**config.mk**
```make
export PLATFORM = sky130hd
export DESIGN_NAME = cu_command_issue_arbiter
export DESIGN_NICKNAME = d
export VERILOG_FILES = /design/src/rtl/cu_command_issue_arbiter.sv
export SDC_FILE = /design/constraint.sdc
export NUM_CORES = 2
export LEC_CHECK = 0
export ABC_CLOCK_PERIOD_IN_PS = 14700
export CORE_ASPECT_RATIO = 1.75
export CORE_MARGIN = 8
export CORE_UTILIZATION = 40
export CTS_BUF_LIST = sky130_fd_sc_hd__clkbuf_4 sky130_fd_sc_hd__clkbuf_8
export CTS_CLUSTER_DIAMETER = 200
export DETAILED_ROUTE_END_ITERATION = 10
export PLACE_DENSITY = 0.56
export SETUP_SLACK_MARGIN = 0.05
export SYNTH_ARGS = -nofsm -noshare
export SYNTH_HDL_FRONTEND = slang
export SYNTH_SLANG_ARGS = --single-unit
```
**constraint.sdc**
```tcl
create_clock -name clock -period 14.7 [get_ports clock]
set_input_delay 2.94 -clock clock [delete_from_list [all_inputs] [get_ports clock]]
set_output_delay 2.94 -clock clock [all_outputs]
set_load 0.1 [all_outputs]
```
**src/rtl/cu_command_issue_arbiter.sv**
```systemverilog
// Command issue arbiter: buffers compute-unit read/write command streams and
// round-robins them onto the AFU command interface under PSL credit control.
package cu_command_issue_arbiter_pkg;
   typedef struct packed {
      logic        valid;
      logic [12:0] command;
      logic [7:0]  tag;
      logic [11:0] size;
      logic [63:0] address;
   } CommandBufferLine;

   typedef struct packed {
      logic       valid;
      logic [7:0] tag;
      logic [7:0] response;
   } ResponseBufferLine;

   typedef struct packed {
      logic empty;
      logic full;
      logic alfull;
   } BufferStatus;

   typedef enum logic {
      CLASS_READ  = 1'b0,
      CLASS_WRITE = 1'b1
   } cmd_class_t;
endpackage

module cu_command_issue_arbiter
   import cu_command_issue_arbiter_pkg::*;
#(
   parameter int unsigned CMD_FIFO_DEPTH = 16,
   parameter int unsigned ALFULL_MARGIN  = 4,
   parameter int unsigned MAX_CREDITS    = 64
) (
   input  logic              clock,
   input  logic              rstn,
   input  logic              enabled_in,
   input  CommandBufferLine  read_command_in,
   input  CommandBufferLine  write_command_in,
   input  ResponseBufferLine response_in,
   output CommandBufferLine  command_out,
   output BufferStatus       read_buffer_status,
   output BufferStatus       write_buffer_status,
   output logic [7:0]        credits_available,
   output logic [1:0]        overflow_error,
   output logic              credit_error
);
   localparam int unsigned AW         = $clog2(CMD_FIFO_DEPTH);
   localparam logic [AW:0] FULL_LVL   = (AW+1)'(CMD_FIFO_DEPTH);
   localparam logic [AW:0] ALFULL_LVL = (AW+1)'(CMD_FIFO_DEPTH - ALFULL_MARGIN);
   localparam logic [7:0]  MAX_C      = 8'(MAX_CREDITS);

   CommandBufferLine mem [0:1][0:CMD_FIFO_DEPTH-1];
   CommandBufferLine cmd_in [0:1];
   CommandBufferLine issue_q;
   BufferStatus      status_q [0:1];
   logic [AW-1:0]    wr_ptr [0:1];
   logic [AW-1:0]    rd_ptr [0:1];
   logic [AW:0]      count [0:1];
   logic [AW:0]      count_next [0:1];
   logic [1:0]       has_data, push, pop, accept, ovf;
   logic             enabled_q, eligible, credit_err_set;
   logic [7:0]       credits_q, credits_next;
   cmd_class_t       last_class, grant;
   logic             unused_resp;

   assign unused_resp = ^{response_in.tag, response_in.response};

   always_comb begin
      cmd_in[0] = read_command_in;
      cmd_in[1] = write_command_in;
      has_data  = '0;
      push      = '0;
      for (int unsigned c = 0; c < 2; c++) begin
         has_data[c] = (count[c] != '0);
         push[c]     = cmd_in[c].valid;
      end
      eligible = enabled_q && (credits_q != '0) && (has_data != '0);
      grant    = CLASS_READ;
      if (has_data == 2'b11)
         grant = (last_class == CLASS_READ) ? CLASS_WRITE : CLASS_READ;
      else if (has_data[1])
         grant = CLASS_WRITE;
      pop = '0;
      if (eligible) pop[grant] = 1'b1;
      accept = '0;
      ovf    = '0;
      for (int unsigned c = 0; c < 2; c++) begin
         // a pop in the same cycle frees the slot, so a push at full is still taken
         accept[c]     = push[c] && ((count[c] != FULL_LVL) || pop[c]);
         ovf[c]        = push[c] && !accept[c];
         count_next[c] = count[c] + (AW+1)'(accept[c]) - (AW+1)'(pop[c]);
      end
   end

   always_comb begin
      credits_next   = credits_q;
      credit_err_set = 1'b0;
      if (response_in.valid && !eligible) begin
         if (credits_q == MAX_C) credit_err_set = 1'b1;
         else                    credits_next   = credits_q + 8'd1;
      end else if (!response_in.valid && eligible) begin
         credits_next = credits_q - 8'd1;
      end
   end

   always_ff @(posedge clock) begin
      for (int unsigned c = 0; c < 2; c++)
         if (accept[c]) mem[c][wr_ptr[c]] <= cmd_in[c];
   end

   // The granted head lands in issue_q first, then command_out; this extra
   // stage gives the push-to-issue latency of two edges.
   always_ff @(posedge clock or negedge rstn) begin
      if (!rstn) begin
         enabled_q      <= 1'b0;
         credits_q      <= MAX_C;
         last_class     <= CLASS_WRITE;
         issue_q        <= '0;
         command_out    <= '0;
         overflow_error <= '0;
         credit_error   <= 1'b0;
         for (int unsigned c = 0; c < 2; c++) begin
            wr_ptr[c]   <= '0;
            rd_ptr[c]   <= '0;
            count[c]    <= '0;
            status_q[c] <= '{empty: 1'b1, full: 1'b0, alfull: 1'b0};
         end
      end else begin
         enabled_q      <= enabled_in;
         credits_q      <= credits_next;
         credit_error   <= credit_error | credit_err_set;
         overflow_error <= overflow_error | ovf;
         if (eligible) last_class <= grant;
         issue_q     <= eligible ? mem[grant][rd_ptr[grant]] : '0;
         command_out <= issue_q;
         for (int unsigned c = 0; c < 2; c++) begin
            count[c] <= count_next[c];
            if (accept[c]) wr_ptr[c] <= wr_ptr[c] + 1'b1;
            if (pop[c])    rd_ptr[c] <= rd_ptr[c] + 1'b1;
            status_q[c] <= '{empty:  (count_next[c] == '0),
                             full:   (count_next[c] == FULL_LVL),
                             alfull: (count_next[c] >= ALFULL_LVL)};
         end
      end
   end

   assign read_buffer_status  = status_q[0];
   assign write_buffer_status = status_q[1];
   assign credits_available   = credits_q;
endmodule

```
==> results.cfg <==
[run_status]
status = completed

[sta]
max_freq_mhz = 139
hold_violations = 0
tightestPinTransition_ns = 1.15
rsz0062_at_grt = false
fin_crit_ns = 7.21
relSlewSlack_pct = 23.3
finalCritPeriodShare_pct = 49.1
fin_worst_skew_ns = 0.0949
setup_ws_ns = 7.49
drv_slew = 0
tns_ns = 0
setup_violations = 0
whs_ns = 0.343

[global_route]
grt_max_degree = 119
grt_pass1_vias = 66276
grt_use_total_pct = 19.3
antenna_found_initial = 112
grt_pass1_wl_mm = 481
overflow = 0

[placement]
port_buffers = 314
gp_congestion = 0.771
post-dp-hpwl_mm = 185
placed_cells = 10425
pre_cts_ws_ns = 6.49

[drt]
drc = 0
first_pass_iters = 6
drt_iter0_markers = 5786
postRouteAntennaNets = 0
wl_mm = 337
vias = 63829
wl_per_cell_um = 29.8
vias_per_cell = 5.65

[clock_network]
cts_resized = 0
cts_tree = yes
clk_path_buf_depth = 4
clock-root-buffer = clkbuf_8
clk_pin_slew_ns = 0.06
htree_levels = 5
postCtsSetupBuffers = 0
cts_sinks = 3377
clock_latency_ns = 1.10
cts_made_buffers = 467
cts_hold_buffers = 0

[die]
fp-row-count = 275
design.core.area_um2 = 320000
dieHeight_um = 765
dieArea_um2 = 340000
start_util_pct = 40.1
pin_count = 331
die_width_um = 444

[logic_synthesis]
synth_seq_cells = 3377
synthTopCellsByArea = edfxtp_1, mux4_2, dfrtp_1
syn_nets = 6465
yosysUniqueCellTypes = 60
netlist_top_cells_count = edfxtp_1, mux4_2, mux2i_1
yosys_warnings = 0
synth_cells = 6218
ys_async_sr_fraction_pct = 7.14
yosysMostFrequentCell = edfxtp_1
syn_area_um2 = 128000
ys_seq_area_share_pct = 78.1
synth_area_leader_cell = edfxtp_1
netlist.area_leader.share_pct = 73.4
synth_edf_count = 3136
syn_area_per_cell_um2 = 20.6
ys.flop_type = edfxtp_1

[worst_setup_path]
slowest_stage = clkdlybuf4s50_1
critPathLaunchType = input port
crit_family = buffers and inverters
crit_buf_inv = 4
slowest_delay_ns = 0.94
cp_common_cell = buf_4
crit_chain = clkdlybuf4s50_1, nor2b_1, clkinv_1, nor2_4, buf_4, buf_4
critical_path_class = in2reg
cp_max_fo = 52
worstPathRequired_ns = 15.34
critPathCaptureType = flip-flop
cp_data_arrival_time_ns = 7.86

[finish]
layout.cells.non_filler = 11306
layout.nets = 6986
syn_to_final_growth_pct = 13.7
drive_gt1_share_pct = 23.0

[pwr]
irDropWorstVdd_mv = 0.158
p_leak_nw = 47.7
p_per_area_nw_per_um2 = 201
finalPower_mw = 29.2

[worst_hold_path]
min_path_type = reg2reg

[job]
cap_violations = 0
==> placed cells by master, fill, tap and decap left out, drive strengths merged, types with 8 or more instances in the layout <==
master / netlist / final
inv: 161 / 167
a221o: 134 / 134
o32ai: 36 / 36
clkdlybuf4s50: 0 / 313
xnor2: 12 / 12
clkinv: 1 / 148
clkbuf: 226 / 676
a211oi: 37 / 37
mux2: 243 / 243
xor2: 15 / 15
a21oi: 70 / 70
edfxtp: 3136 / 3136
nor2: 92 / 92
a222oi: 98 / 98
o221ai: 134 / 134
nand3: 12 / 12
nor3: 8 / 8
o21ai: 65 / 65
a221oi: 36 / 36
mux4: 455 / 455
a22oi: 61 / 61
ha: 28 / 28
dfrtp: 237 / 237
mux2i: 418 / 418
buf: 164 / 129
diode: 0 / 36
nor2b: 39 / 39
o22ai: 62 / 62
clkinvlp: 0 / 9
nor4b: 8 / 8
nand2: 138 / 138
a22o: 36 / 36
==> registers in the layout, summed over array words and instances (netlist names) <==
signal and count:
rd_ptr 8, overflow_error 2, write_buffer_status 3, read_buffer_status 3, mem 3136, enabled_q 1
command_out 98, count 10, credits_available 8, last_class 1, credit_error 1, wr_ptr 8
issue_q 98
==> metal layers <==
layer	part of all wire, %	GRT usage, %
met5	0.15	0
met4	2.9	5.65
met3	8.1	4.84
met2	48	31.7
met1	40	25.6
==> metrics by stage <==
stage | instance area (µm²) | utilization, %
after global placement | 136000 | 42.7
after detailed placement | 136000 | 42.7
after floorplan | 128000 | -
after global routing | 146000 | 45.6
after CTS | 146000 | 45.6
final | 146000 | 45.6
==> logic make-up after synthesis <==
logic type	count (synthesis)	synth area share (%)
AO/OA/AOI/OAI	786	4.99
XOR/XNOR	27	0.184
adder cells (fa/ha/maj)	31	0.320
buffers and inverters	552	1.79
flip-flops	3377	78.1
multiplexers	1116	13.4
AND/OR/NAND/NOR	329	1.20
==> cell type report <==
type	count	area, µm²
clock buffer	676	8300
multi-input combinational	2289	26000
clock inverter	169	980
timing repair buffer	442	4400
tap	4155	5200
inverter	162	608
sequential	3377	100000
fill	26912	174000
antenna	36	90.1
==> power by group <==
group | switching (mW) | total (mW) | internal (mW)
combinational | 6.31 | 9.81 | 3.50
sequential | 0.517 | 12.2 | 11.7
clock | 3.47 | 7.22 | 3.74
==> path summary, 6_finish.rpt <==
path / start / end / slack [ns] / cells after the start
max: read_command_in[97] / mem[0][56] / 7.49 / 6
min: issue_q[71] / command_out[71] / 0.34 / 0
max reg2reg: count[3] / mem[0][56] / 8.70 / 10
min reg2reg: issue_q[71] / command_out[71] / 0.34 / 0
max in group asynchronous: rstn / rd_ptr[0] / 10.63 / 4
min in group asynchronous: rstn / command_out[54] / 1.86 / 1
Power figures use the tool's default switching activity.
